==> src/rtl/mod_step_counter_pkg.sv <==
// ---------------------------------------------------------------------------
// mod_step_counter_pkg
//   Shared definitions for the step counter:
//     state_t   : control FSM encoding (IDLE / COUNT / HOLD)
//     MODE_*    : overflow handling mode as captured on init
//     DIR_*     : count direction fed to the add/sub datapath
// ---------------------------------------------------------------------------
package mod_step_counter_pkg;

  typedef enum logic [1:0] {
    ST_IDLE  = 2'd0,
    ST_COUNT = 2'd1,
    ST_HOLD  = 2'd2
  } state_t;

  localparam logic MODE_WRAP = 1'b0;
  localparam logic MODE_SAT  = 1'b1;

  localparam logic DIR_UP = 1'b0;
  localparam logic DIR_DN = 1'b1;

endpackage

==> src/rtl/mod_addsub.sv <==
// ---------------------------------------------------------------------------
// mod_addsub
//   Combinational modular step adder/subtractor for the step counter.
//   Works one bit wider than the counter so out+step never aliases.
//   Ports:
//     out     in   WIDTH   current count value
//     step    in   STEP_W  unsigned step magnitude
//     limit_q in   WIDTH   captured terminal value (modulus M = limit_q+1)
//     dir     in   1       DIR_UP / DIR_DN
//     nxt     out  WIDTH   wrapped next value (valid for wrap mode)
//     ovf     out  1       move would cross limit_q (up) or 0 (down)
// ---------------------------------------------------------------------------
module mod_addsub
  import mod_step_counter_pkg::*;
#(
  parameter int WIDTH  = 6,
  parameter int STEP_W = 3
) (
  input  logic [WIDTH-1:0]  out,
  input  logic [STEP_W-1:0] step,
  input  logic [WIDTH-1:0]  limit_q,
  input  logic              dir,
  output logic [WIDTH-1:0]  nxt,
  output logic              ovf
);

  localparam int XW = WIDTH + 1;

  logic [XW-1:0] out_x;
  logic [XW-1:0] step_x;
  logic [XW-1:0] lim_x;
  logic [XW-1:0] mod_x;
  logic [XW-1:0] sum_x;

  assign out_x  = {1'b0, out};
  assign step_x = XW'(step);
  assign lim_x  = {1'b0, limit_q};
  assign mod_x  = lim_x + XW'(1);
  assign sum_x  = out_x + step_x;

  // Only a single reduction by M is applied; steps larger than M are
  // outside the legal range and simply truncate.
  always_comb begin
    nxt = out;
    ovf = 1'b0;
    if (dir == DIR_UP) begin
      ovf = (sum_x > lim_x);
      nxt = ovf ? WIDTH'(sum_x - mod_x) : WIDTH'(sum_x);
    end else begin
      ovf = (out_x < step_x);
      nxt = ovf ? WIDTH'(out_x + mod_x - step_x) : WIDTH'(out_x - step_x);
    end
  end

endmodule

==> src/rtl/mod_step_counter.sv <==
// ---------------------------------------------------------------------------
// mod_step_counter
//   Up/down counter moving by a programmable step inside [0..limit],
//   with wrap or saturate handling and an IDLE/COUNT/HOLD control FSM.
//   Ports:
//     clk       in   1       rising-edge clock
//     rst_n     in   1       asynchronous active-low reset
//     clr       in   1       synchronous clear (out=0, FSM->IDLE)
//     init      in   1       load PI, capture limit/sat_mode, FSM->COUNT
//     PI        in   WIDTH   load value (clamped to limit)
//     limit     in   WIDTH   terminal value, sampled on init
//     sat_mode  in   1       sampled on init: 1 = saturate, 0 = wrap
//     inc/dec   in   1       count up / down by step
//     step      in   STEP_W  step magnitude
//     out       out  WIDTH   registered count
//     co        out  1       out == captured limit (combinational)
//     wrap      out  1       one-cycle pulse on modular wrap
//     busy      out  1       FSM in COUNT
//     done      out  1       FSM in HOLD
// ---------------------------------------------------------------------------
module mod_step_counter
  import mod_step_counter_pkg::*;
#(
  parameter int WIDTH  = 6,
  parameter int STEP_W = 3
) (
  input  logic              clk,
  input  logic              rst_n,
  input  logic              clr,
  input  logic              init,
  input  logic [WIDTH-1:0]  PI,
  input  logic [WIDTH-1:0]  limit,
  input  logic              sat_mode,
  input  logic              inc,
  input  logic              dec,
  input  logic [STEP_W-1:0] step,
  output logic [WIDTH-1:0]  out,
  output logic              co,
  output logic              wrap,
  output logic              busy,
  output logic              done
);

  state_t           state;
  logic [WIDTH-1:0] limit_q;
  logic             sat_q;
  logic [WIDTH-1:0] nxt;
  logic             ovf;
  logic             move;

  // A move needs exactly one direction and a non-zero step.
  assign move = (inc ^ dec) && (step != '0);

  mod_addsub #(
    .WIDTH  (WIDTH),
    .STEP_W (STEP_W)
  ) u_addsub (
    .out     (out),
    .step    (step),
    .limit_q (limit_q),
    .dir     (dec ? DIR_DN : DIR_UP),
    .nxt     (nxt),
    .ovf     (ovf)
  );

  always_ff @(posedge clk or negedge rst_n) begin
    if (!rst_n) begin
      out     <= '0;
      limit_q <= '1;
      sat_q   <= MODE_WRAP;
      wrap    <= 1'b0;
      state   <= ST_IDLE;
    end else if (clr) begin
      out   <= '0;
      wrap  <= 1'b0;
      state <= ST_IDLE;
    end else if (init) begin
      out     <= (PI > limit) ? limit : PI;
      limit_q <= limit;
      sat_q   <= sat_mode;
      wrap    <= 1'b0;
      state   <= ST_COUNT;
    end else begin
      wrap <= 1'b0;
      if (state == ST_COUNT && move) begin
        if (!ovf) begin
          out <= nxt;
        end else if (sat_q == MODE_WRAP) begin
          out  <= nxt;
          wrap <= 1'b1;
        end else begin
          // Saturate at the bound crossed and park in HOLD.
          out   <= dec ? '0 : limit_q;
          state <= ST_HOLD;
        end
      end
    end
  end

  assign co   = (out == limit_q);
  assign busy = (state == ST_COUNT);
  assign done = (state == ST_HOLD);

endmodule
==> config.mk <==
export PLATFORM = sky130hd
export DESIGN_NAME = mod_step_counter
export DESIGN_NICKNAME = d
export VERILOG_FILES = /design/src/rtl/mod_step_counter_pkg.sv /design/src/rtl/mod_addsub.sv /design/src/rtl/mod_step_counter.sv
export SDC_FILE = /design/constraint.sdc
export NUM_CORES = 1
export LEC_CHECK = 0
export ABC_AREA = 0
export CAP_MARGIN = 20
export CELL_PAD_IN_SITES_DETAIL_PLACEMENT = 0
export CELL_PAD_IN_SITES_GLOBAL_PLACEMENT = 1
export CORE_MARGIN = 5
export CORE_UTILIZATION = 40
export DETAILED_ROUTE_END_ITERATION = 8
export MAX_ROUTING_LAYER = met4
export PLACE_DENSITY_LB_ADDON = 0.12
export SLEW_MARGIN = 40
export SYNTH_ARGS = -nofsm -noshare
export SYNTH_HDL_FRONTEND = slang
export SYNTH_HIERARCHICAL = 1
export SYNTH_SLANG_ARGS = --single-unit
==> constraint.sdc <==
create_clock -name clk -period 4.98 [get_ports clk]
set_input_delay 0.996 -clock clk [delete_from_list [all_inputs] [get_ports clk]]
set_output_delay 0.996 -clock clk [all_outputs]
set_load 0.05 [all_outputs]
==> run metrics, run 1 <==
All-Layer GR Usage=0.172; reg2reg setup slack=between 1000 and 1500 ps; Final Max Slew Viols=0; cts repair resizes=0; clk_lat worst skew=250 ps; Net Count, Synth=348; Highest Clock Rate=0.216 GHz; met2 Use GR=0.311; Sum Neg Setup Slack=0 ps; PnR Total Power=877 uW; final design utilization=0.482; final hold vios=0; initial antenna violation count=0; kind of end point of the critical path=flip-flop; Chip Height=88.1 um; Req. time, crit path=5110 ps; Reg clk slew, reported paths=roughly 60 ps; reg2reg start=out[0]$_DFFE_PN0P_; Synth top area share=0.164; main area contributors after synthesis=ha_1 16%, dfrtp_1 10%, dfstp_2 6.5%; Post-synth ARST share=1.00; global-route wire length before repair=10,300 um; Crit Path Class=in -> reg; Starting Density=0.412; Mapped Cells=288; largest net degree at the start of global routing=17; Clock Skew=4.31 ps; register area=a little over 400 um2; Synth warnings=6; number of DRC markers in iteration 0=between 60 and 70; Main synth FF type=dfrtp_1; run status=complete, no violations; Critical Path Stages=18; # rows=28; CP most frequent cell=nand2_1; dpl cells=around 390; count of state elements after synthesis=16; CTS Buf Count=3; CTS root buf=clkbuf_8; min-delay worst type=reg -> reg; Startpoint Class=primary input; count of final setup violators=0; worst reg-to-reg path cell count=17; GR Layer Usage met1=0.209; core box area=just under 0.006 mm2; GR peak layer=met2; Avg Cell Area, Syn=8.48 um2; crit path DAT=4750 ps; Die Wd=88.1 um; CTS tree=done; commonest non-fill, non-tap cells in the layout=35 x inv_1, 32 x ha_1, 31 x clkdlybuf4s50_1; post-synth top area cell=ha_1; clock buffer depth=2; Netlist cell types=57; static leakage=approximately 0.0012 uW; hold slack=528 ps; synthesized area=0.00244 mm2; vias in the first global route=2,091; layout cells sized above 1=0.0854; clk sink count=16; RSZ-0062 raised after global routing=no; VDD IR max=about 0.16 mV; end of the critical path=out[3]$_DFFE_PN0P_; DRC violations left=0; largest delay contributor family on the critical path=compound AO/OA/AOI/OAI gates; wire per inst=15.9 um; PwrDens=just over 300 mW/mm2; Rel. slew slack=0.538; FF-to-FF End=out[3]$_DFFE_PN0P_; Worst path max stage delay=470 ps; Post-CTS Hold Buffers=0; DR vias/cell=5.44; Tmin final=approximately 4600 ps; buffers plus inverters on the worst setup path=1; IO Pins=32; Vias=2,128; period utilisation layout=0.928; dpl hpwl=between 5000 and 6000 um; Post-DRT Antenna Nets=0; gr ovfl total=0; gpl congestion=0.894; die area=0.00777 mm2; Port-buffer cells=31; post-layout net count=between 300 and 400; Post-Route WL=6220 um; CP max FO=12; H-tree depth=1; ANT cells=0; fillers=between 600 and 700; most common cell after layout, fill and taps aside=inv_1; measured slew at the worst slew-check pin=691 ps; Post-synth EDFFs=0; share of the yosys chip area belonging to registers=0.167; CP Cell Sequence=clkdlybuf4s50_1 > ha_1 > fa_1 > nor2b_1 > o21ai_0 > xnor2_1 > ha_1 > a21oi_1 > nor2b_1 > o31ai_2 > nand2_4 > nand2_1 > nand2_1 > nand2_1 > nor3b_1 > a21oi_1 > a211oi_1 > a221o_1; Critical Path Start=step[0]; Area Overhead vs Synth=16.9%; area of the multi-input gates=0.00183 mm2; number of max-cap violations=0; met3 Use GR=0.00941; non-filler cells in the finished layout=roughly 390; DR pass1 iterations=4; postcts setup bufs=0; slowest cell on the critical path=clkdlybuf4s50_1
==> state kept, by name (all words and copies together), names as in the netlist <==
| register | cells |
|---|---|
| wrap | 1 |
| out | 6 |
| sat_q | 1 |
| limit_q | 6 |
| state | 2 |
==> through the flow <==
stage / setup WS (ps) / cell area [um2]
after floorplan: 910 / 2440
after global placement: 206 / 2800
after detailed placement: 124 / 2800
after CTS: 379 / 2850
after global routing: 27.3 / 2850
final: 361 / 2850
==> where the power goes <==
group | internal, uW | switching (uW)
combinational | 262 | 319
sequential | 149 | 33.8
clock | 70.0 | 43.0
==> metal layers <==
metal	wire [um]	share of wire
met5	0	0
met4	70	0.011
met3	194	0.031
met2	3160	0.51
met1	2790	0.45
==> worst min path at each step <==
| stage | from | end | slack (ps) | depth (start not counted) |
|---|---|---|---|---|
| floorplan | sat_q$_DFFE_PN0P_ | sat_q$_DFFE_PN0P_ | 480 | 2 |
| global placement | state[1]$_DFFE_PN0P_ | state[1]$_DFFE_PN0P_ | 520 | 2 |
| detailed placement | limit_q[4]$_DFFE_PN1P_ | limit_q[4]$_DFFE_PN1P_ | 520 | 2 |
| CTS | limit_q[4]$_DFFE_PN1P_ | limit_q[4]$_DFFE_PN1P_ | 530 | 2 |
| global route | limit_q[4]$_DFFE_PN1P_ | limit_q[4]$_DFFE_PN1P_ | 540 | 2 |
| finish | limit_q[4]$_DFFE_PN1P_ | limit_q[4]$_DFFE_PN1P_ | 530 | 2 |
==> cell usage after synthesis (all sizes together), types with 7 or more instances <==
master / number
o21ai: 13
o2111ai: 7
a21oi: 22
xor2: 7
nor2: 17
nor3b: 8
xnor2: 17
dfrtp: 10
ha: 32
nand2: 25
inv: 35
a211oi: 8
==> cells by family (layout without fill, tap and decap cells) <==
group	Yosys count	in the layout	share of synthesized area
flip-flops	16	16	0.167
AO/OA/AOI/OAI	81	81	0.239
buffers and inverters	46	74	0.0841
XOR/XNOR	25	25	0.0958
adder cells (fa/ha/maj)	38	38	0.213
AND/OR/NAND/NOR	77	77	0.180
multiplexers	5	5	0.0205
==> worst min-delay path, stage by stage (launching register included) <==
cell	delay (ps)
dfstp_2	400
nand2_1	50
o21ai_0	70
==> area by class of cell <==
cell class / instances / area share
Clock buffer: 4 / 0.0193
Inverter: 36 / 0.0474
Multi-Input combinational cell: 226 / 0.641
Sequential cell: 16 / 0.143
Tap cell: 75 / 0.0329
Timing Repair Buffer: 34 / 0.117
Note: power is estimated with default switching activity, not from simulation.
==> run 2: changes to the inputs <==
--- a/config.mk
+++ b/config.mk
@@ -6,6 +6,7 @@
 export NUM_CORES = 1
 export LEC_CHECK = 0
 export ABC_AREA = 0
+export ABC_CLOCK_PERIOD_IN_PS = 4980
 export CAP_MARGIN = 20
 export CELL_PAD_IN_SITES_DETAIL_PLACEMENT = 0
 export CELL_PAD_IN_SITES_GLOBAL_PLACEMENT = 1
==> results of run 2 <==
Final layout, timing and power as in run 1 (identical DEF).
==> run 3: changes to the inputs <==
--- a/config.mk
+++ b/config.mk
@@ -13,6 +13,7 @@
 export CORE_MARGIN = 5
 export CORE_UTILIZATION = 40
 export DETAILED_ROUTE_END_ITERATION = 8
+export GPL_TIMING_DRIVEN = 1
 export MAX_ROUTING_LAYER = met4
 export PLACE_DENSITY_LB_ADDON = 0.12
 export SLEW_MARGIN = 40
==> results of run 3 <==
Final layout, timing and power as in run 1 (identical DEF).
